**src/rtl/mem_bus_arbiter.sv**
```systemverilog
// Two-requester (CPU / debug loader) arbiter for one synchronous byte-wide memory port.
// Define MEM_ARB_ROUND_ROBIN_EN for alternating priority on simultaneous requests; default is fixed CPU priority.
module mem_bus_arbiter #(
    parameter int ADDR_W   = 8,
    parameter int DATA_W   = 8,
    parameter int READ_LAT = 1
) (
    input  logic              Clk,
    input  logic              Reset,
    input  logic              cpu_req,
    input  logic              cpu_we,
    input  logic [ADDR_W-1:0] cpu_addr,
    input  logic [DATA_W-1:0] cpu_wdata,
    output logic              cpu_gnt,
    output logic              cpu_ack,
    output logic [DATA_W-1:0] cpu_rdata,
    input  logic              dbg_req,
    input  logic              dbg_we,
    input  logic [ADDR_W-1:0] dbg_addr,
    input  logic [DATA_W-1:0] dbg_wdata,
    output logic              dbg_gnt,
    output logic              dbg_ack,
    output logic [DATA_W-1:0] dbg_rdata,
    output logic [ADDR_W-1:0] mem_address,
    output logic [DATA_W-1:0] mem_from_bus,
    output logic              mem_write,
    input  logic [DATA_W-1:0] mem_to_bus,
    output logic              busy
);

    generate
        if (READ_LAT < 1 || READ_LAT > 4) begin : g_bad_read_lat
            $error("mem_bus_arbiter: READ_LAT must be in 1..4");
        end
    endgenerate

    typedef enum logic [1:0] {
        ST_IDLE = 2'd0,
        ST_ADDR = 2'd1,
        ST_WAIT = 2'd2,
        ST_DONE = 2'd3
    } state_t;

    state_t            state_reg, state_next;
    logic [2:0]        cnt_reg, cnt_next;
    logic              win_reg, win_next;          // 1 = debug port owns the transfer
    logic              last_winner_reg, last_winner_next;
    logic              we_reg, we_next;
    logic [ADDR_W-1:0] addr_reg, addr_next;
    logic [DATA_W-1:0] wdata_reg, wdata_next;
    logic              mem_write_reg, mem_write_next;
    logic              cpu_gnt_reg, cpu_gnt_next;
    logic              dbg_gnt_reg, dbg_gnt_next;
    logic              cpu_ack_reg, cpu_ack_next;
    logic              dbg_ack_reg, dbg_ack_next;
    logic [DATA_W-1:0] cpu_rdata_reg, cpu_rdata_next;
    logic [DATA_W-1:0] dbg_rdata_reg, dbg_rdata_next;
    logic              pick_dbg;

    always_comb begin
`ifdef MEM_ARB_ROUND_ROBIN_EN
        // On a tie the requester that did not win last time gets the bus.
        pick_dbg = dbg_req && (!cpu_req || !last_winner_reg);
`else
        pick_dbg = dbg_req && !cpu_req;
`endif
    end

    always_ff @(posedge Clk or negedge Reset) begin
        if (!Reset) begin
            state_reg       <= ST_IDLE;
            cnt_reg         <= '0;
            win_reg         <= 1'b0;
            last_winner_reg <= 1'b1;
            we_reg          <= 1'b0;
            addr_reg        <= '0;
            wdata_reg       <= '0;
            mem_write_reg   <= 1'b0;
            cpu_gnt_reg     <= 1'b0;
            dbg_gnt_reg     <= 1'b0;
            cpu_ack_reg     <= 1'b0;
            dbg_ack_reg     <= 1'b0;
            cpu_rdata_reg   <= '0;
            dbg_rdata_reg   <= '0;
        end else begin
            state_reg       <= state_next;
            cnt_reg         <= cnt_next;
            win_reg         <= win_next;
            last_winner_reg <= last_winner_next;
            we_reg          <= we_next;
            addr_reg        <= addr_next;
            wdata_reg       <= wdata_next;
            mem_write_reg   <= mem_write_next;
            cpu_gnt_reg     <= cpu_gnt_next;
            dbg_gnt_reg     <= dbg_gnt_next;
            cpu_ack_reg     <= cpu_ack_next;
            dbg_ack_reg     <= dbg_ack_next;
            cpu_rdata_reg   <= cpu_rdata_next;
            dbg_rdata_reg   <= dbg_rdata_next;
        end
    end

    always_comb begin
        state_next       = state_reg;
        cnt_next         = cnt_reg;
        win_next         = win_reg;
        last_winner_next = last_winner_reg;
        we_next          = we_reg;
        addr_next        = addr_reg;
        wdata_next       = wdata_reg;
        mem_write_next   = 1'b0;
        cpu_gnt_next     = cpu_gnt_reg;
        dbg_gnt_next     = dbg_gnt_reg;
        cpu_ack_next     = 1'b0;
        dbg_ack_next     = 1'b0;
        cpu_rdata_next   = cpu_rdata_reg;
        dbg_rdata_next   = dbg_rdata_reg;

        unique case (state_reg)
            ST_IDLE: begin
                if (cpu_req || dbg_req) begin
                    // Memory-side registers load at the grant edge so ADDR drives them directly.
                    win_next         = pick_dbg;
                    last_winner_next = pick_dbg;
                    we_next          = pick_dbg ? dbg_we    : cpu_we;
                    addr_next        = pick_dbg ? dbg_addr  : cpu_addr;
                    wdata_next       = pick_dbg ? dbg_wdata : cpu_wdata;
                    mem_write_next   = pick_dbg ? dbg_we    : cpu_we;
                    cpu_gnt_next     = !pick_dbg;
                    dbg_gnt_next     = pick_dbg;
                    state_next       = ST_ADDR;
                end
            end
            ST_ADDR: begin
                if (we_reg) begin
                    cpu_ack_next = !win_reg;
                    dbg_ack_next = win_reg;
                    state_next   = ST_DONE;
                end else begin
                    cnt_next   = 3'(READ_LAT);
                    state_next = ST_WAIT;
                end
            end
            ST_WAIT: begin
                cnt_next = cnt_reg - 3'd1;
                if (cnt_reg == 3'd1) begin
                    if (win_reg) begin
                        dbg_rdata_next = mem_to_bus;
                        dbg_ack_next   = 1'b1;
                    end else begin
                        cpu_rdata_next = mem_to_bus;
                        cpu_ack_next   = 1'b1;
                    end
                    state_next = ST_DONE;
                end
            end
            ST_DONE: begin
                cpu_gnt_next = 1'b0;
                dbg_gnt_next = 1'b0;
                state_next   = ST_IDLE;
            end
            default: state_next = ST_IDLE;
        endcase
    end

    assign cpu_gnt      = cpu_gnt_reg;
    assign dbg_gnt      = dbg_gnt_reg;
    assign cpu_ack      = cpu_ack_reg;
    assign dbg_ack      = dbg_ack_reg;
    assign cpu_rdata    = cpu_rdata_reg;
    assign dbg_rdata    = dbg_rdata_reg;
    assign mem_address  = addr_reg;
    assign mem_from_bus = wdata_reg;
    assign mem_write    = mem_write_reg;
    assign busy         = (state_reg != ST_IDLE);

endmodule

```
**config.mk**
```make
export PLATFORM = sky130hd
export DESIGN_NAME = mem_bus_arbiter
export DESIGN_NICKNAME = d
export VERILOG_FILES = /design/src/rtl/mem_bus_arbiter.sv
export SDC_FILE = /design/constraint.sdc
export NUM_CORES = 1
export LEC_CHECK = 0
export CAP_MARGIN = 20
export CORE_MARGIN = 1.5
export CORE_UTILIZATION = 40
export CTS_BUF_LIST = sky130_fd_sc_hd__clkbuf_8
export DETAILED_ROUTE_END_ITERATION = 8
export GPL_TIMING_DRIVEN = 0
export PLACE_DENSITY = 0.77
export REMOVE_ABC_BUFFERS = 1
export SYNTH_ARGS = -nofsm -noshare
export SYNTH_HDL_FRONTEND = slang
export SYNTH_SLANG_ARGS = --single-unit
```
**constraint.sdc**
```tcl
create_clock -name Clk -period 1.7 [get_ports Clk]
set_clock_uncertainty 0.2 [all_clocks]
set_input_delay 0.255 -clock Clk [delete_from_list [all_inputs] [get_ports Clk]]
set_output_delay 0.255 -clock Clk [all_outputs]
set_load 0.02 [all_outputs]
```
==> reports/results.ini, run 1 <==
[finish]
nets=313
drive_gt1_frac=0.1877
fin_area_um2=3201
diodes=0
final_util=0.6688
area_growth_syn_to_layout_pct=59.58

[global_routing]
grt_pass1_wl_um=6996
antenna_found_initial=0
grt_usage=0.1675
overflow=0
grt_max_degree=29
grt_pass1_vias=1582

[floorplan]
die_area_um2=5448
die_w_um=73.81
dieHeight_um=73.81
rows=25
io_pins=84
core_area_um2=4786
initial_core_util=0.4191

[worst_setup_path]
r2r-end=cpu_rdata[4]
setup.worst_path.end=cpu_rdata[4]
crit_path_start=state_reg[0]
r2r-start=state_reg[0]
r2r_slack_ps=-9
worstPathArrival_ps=1680
path_max_fanout=8
startpoint_type=flip-flop
worstSetupPathType=flip-flop to flip-flop
end_kind=flip-flop
worstPathRequired_ps=1670
reg2regPathDepth=6

[cts]
tritoncts=yes
cts_root_buffer=clkbuf_8
htreeDepth=2
clk_path_buf_depth=2
clock-sinks=44
cts_made_buffers=5
clk_latency_ps=280
clk_pin_slew_ps=80

[pwr]
power_leakage_nw=1.565
switchingPower_mw=2.051
combPwrFrac=0.510
swShare=0.3674
intPower_mw=3.530
p_clk_frac=0.161
p_seq_frac=0.329
power_density_nw_per_um2=1744
ir_drop_mv=0.8158

[timing]
layout_min_cycle_time_ps=1709
final_max_slew_viol_count=0
worst-slew-pin-transition_ps=507.4
finalWorstSetupSlack_ps=-9.427
hold_violations=0
setup_viol=8
rsz0062_at_grt=yes
fin_setup_tns_ps=-32.81
min_period_over_period=1.006
maxSlewHeadroom=0.6617
clock.fmax_mhz=585.0

[detailed_routing]
wl_per_cell_um=12.78
route.antenna.remaining_nets=0
dr.pass1.iters=3
routed_wl_um=4192
drtIter0Drc=29
vias=1552
drc=0
routed_via_density=4.732

[logic_synthesis]
netlist_instances=166
synth-async-reset-ratio=1.000
yosysWarnings=0
syn_area_um2=2006
yosysUniqueCellTypes=28
ys_ff_latch=44
synth-edff-count=0
synth-seq-area-share=0.5490
avgSynthCellArea_um2=12.08
synth_flop_cell=dfrtp_1

[min_path]
hp-class=input pin to async pin

[placed_design]
gp_congestion=0.7203
portBuffers=83
placed_cell_area_um2=2903
pre_cts_ws_ps=-753.4
dp_hpwl_um=3136

[run_status]
failed_checks=negative setup slack
outcome=finished, violations left

[run]
cap_violations=0

worst min-delay path by stage:
stage	from	end	slack, ps	cells past startpoint
floorplan	Reset	cnt_reg[0]	-240	0
global route	Reset	mem_from_bus[5]	310	2
detailed placement	Reset	mem_from_bus[5]	50	1
finish	Reset	cpu_gnt	280	2
global placement	mem_from_bus[1]	mem_from_bus[1]	260	2
CTS	Reset	mem_from_bus[5]	280	2
layout by cell type, fill, tap and decap left out:
cell type        instances
nor2b_4                  1
mux2i_1                 17
buf_12                   2
nand2b_1                 4
nor2_1                   3
ha_1                     3
buf_2                    1
a22o_1                   3
nand2_1                 21
o211a_1                  1
ha_4                     3
nand3b_1                 1
o21ai_2                  1
a21bo_2                  1
bufinv_16                2
mux2_2                  10
clkdlybuf4s50_1         45
clkbuf_8                 5
mux2_4                   8
dfrtp_1                 44
buf_6                    1
nand4b_2                 1
dlymetal6s2s_1          10
inv_2                    3
o31ai_1                  1
a21oi_1                  5
dlygate4sd2_1           26
nor2_4                   1
buf_16                   1
dlygate4sd3_1            1
buf_8                    1
a221o_1                  1
a22oi_1                  2
nand3_1                  1
o21ai_1                 11
inv_1                    3
o21ai_0                  8
buf_4                    7
o2bb2ai_1                1
per-stage QoR:
| step | power (mW) | cells | hold WS, ps |
|---|---|---|---|
| after floorplan | 3.358 | 159 | -240.6 |
| after global placement | 4.533 | 309 | 259.8 |
| after detailed placement | 4.645 | 311 | 51.38 |
| after CTS | 5.546 | 326 | 276.4 |
| after global routing | 6.013 | 328 | 306.4 |
| final | 5.581 | 328 | 276.1 |
area by class of cell:
| type | instances | area [µm²] |
|---|---|---|
| Clock buffer | 5 | 68.82 |
| Fill cell | 389 | 1585 |
| Tap cell | 67 | 83.83 |
| Clock inverter | 2 | 60.06 |
| Sequential cell | 44 | 1101 |
| Inverter | 6 | 22.52 |
| Multi-Input combinational cell | 109 | 899.6 |
| Timing Repair Buffer | 95 | 964.7 |
timing repair:
action / CTS / global route
endpoints found under the setup margin: 62 / 30
pin swaps: 3 / 4
hold buffers: 1 / 0
resized for setup: 40 / 21
hold endpoints to repair: 20 / 0
setup buffers: 7 / 2
layer usage:
layer  routed length, µm  global-route usage  vias up
li1                    -                   -      766
met1                1790              0.1995      718
met2                1964              0.2813       64
met3                 398             0.06310        4
met4                  38             0.04938        0
met5                   0                   0        -
synthesized netlist by cell type (all sizes together), types with 2 or more instances:
cell type  count  share of area
ha             6          0.037
a22oi          2         0.0075
clkbuf         2         0.0050
mux2          18           0.10
mux2i         17          0.085
buf            5          0.024
nand2b         4          0.012
a22o           3          0.013
a21oi          5          0.012
nand2         21          0.039
nor2           4          0.011
inv            6          0.011
o21ai         20          0.050
dfrtp         44           0.55
logic make-up (layout without fill, tap and decap cells):
group | after synthesis | in the layout | share of synthesized area
compound gates | 35 | 35 | 0.1060
simple gates | 33 | 33 | 0.08109
fa+ha+maj | 6 | 6 | 0.03743
flops | 44 | 44 | 0.5490
mux | 35 | 35 | 0.1859
buf+inv | 13 | 108 | 0.04055
worst max-delay path, cell delays in order (launching register included):
cell,delay (ps)
dfrtp_1,400
inv_2,110
ha_4,170
nand3b_1,140
nor2_4,130
buf_12,140
mux2_4,300
power groups by stage:
stage / sequential [mW] / clock (mW) / combinational (mW)
finish: 1.84 / 0.900 / 2.84
global route: 1.91 / 0.964 / 3.14
CTS: 1.84 / 0.923 / 2.79
detailed placement: 1.87 / 0 / 2.78
global placement: 1.85 / 0 / 2.68
floorplan: 2.35 / 0 / 1.01
Note: power is estimated with default switching activity, not from simulation.
==> run 2, diff against run 1 <==
--- a/config.mk
+++ b/config.mk
@@ -5,7 +5,6 @@
 export SDC_FILE = /design/constraint.sdc
 export NUM_CORES = 1
 export LEC_CHECK = 0
-export CAP_MARGIN = 20
 export CORE_MARGIN = 1.5
 export CORE_UTILIZATION = 40
 export CTS_BUF_LIST = sky130_fd_sc_hd__clkbuf_8
==> results of run 2 <==
Same layout as run 1: the final DEF is identical, and so are final timing and power.
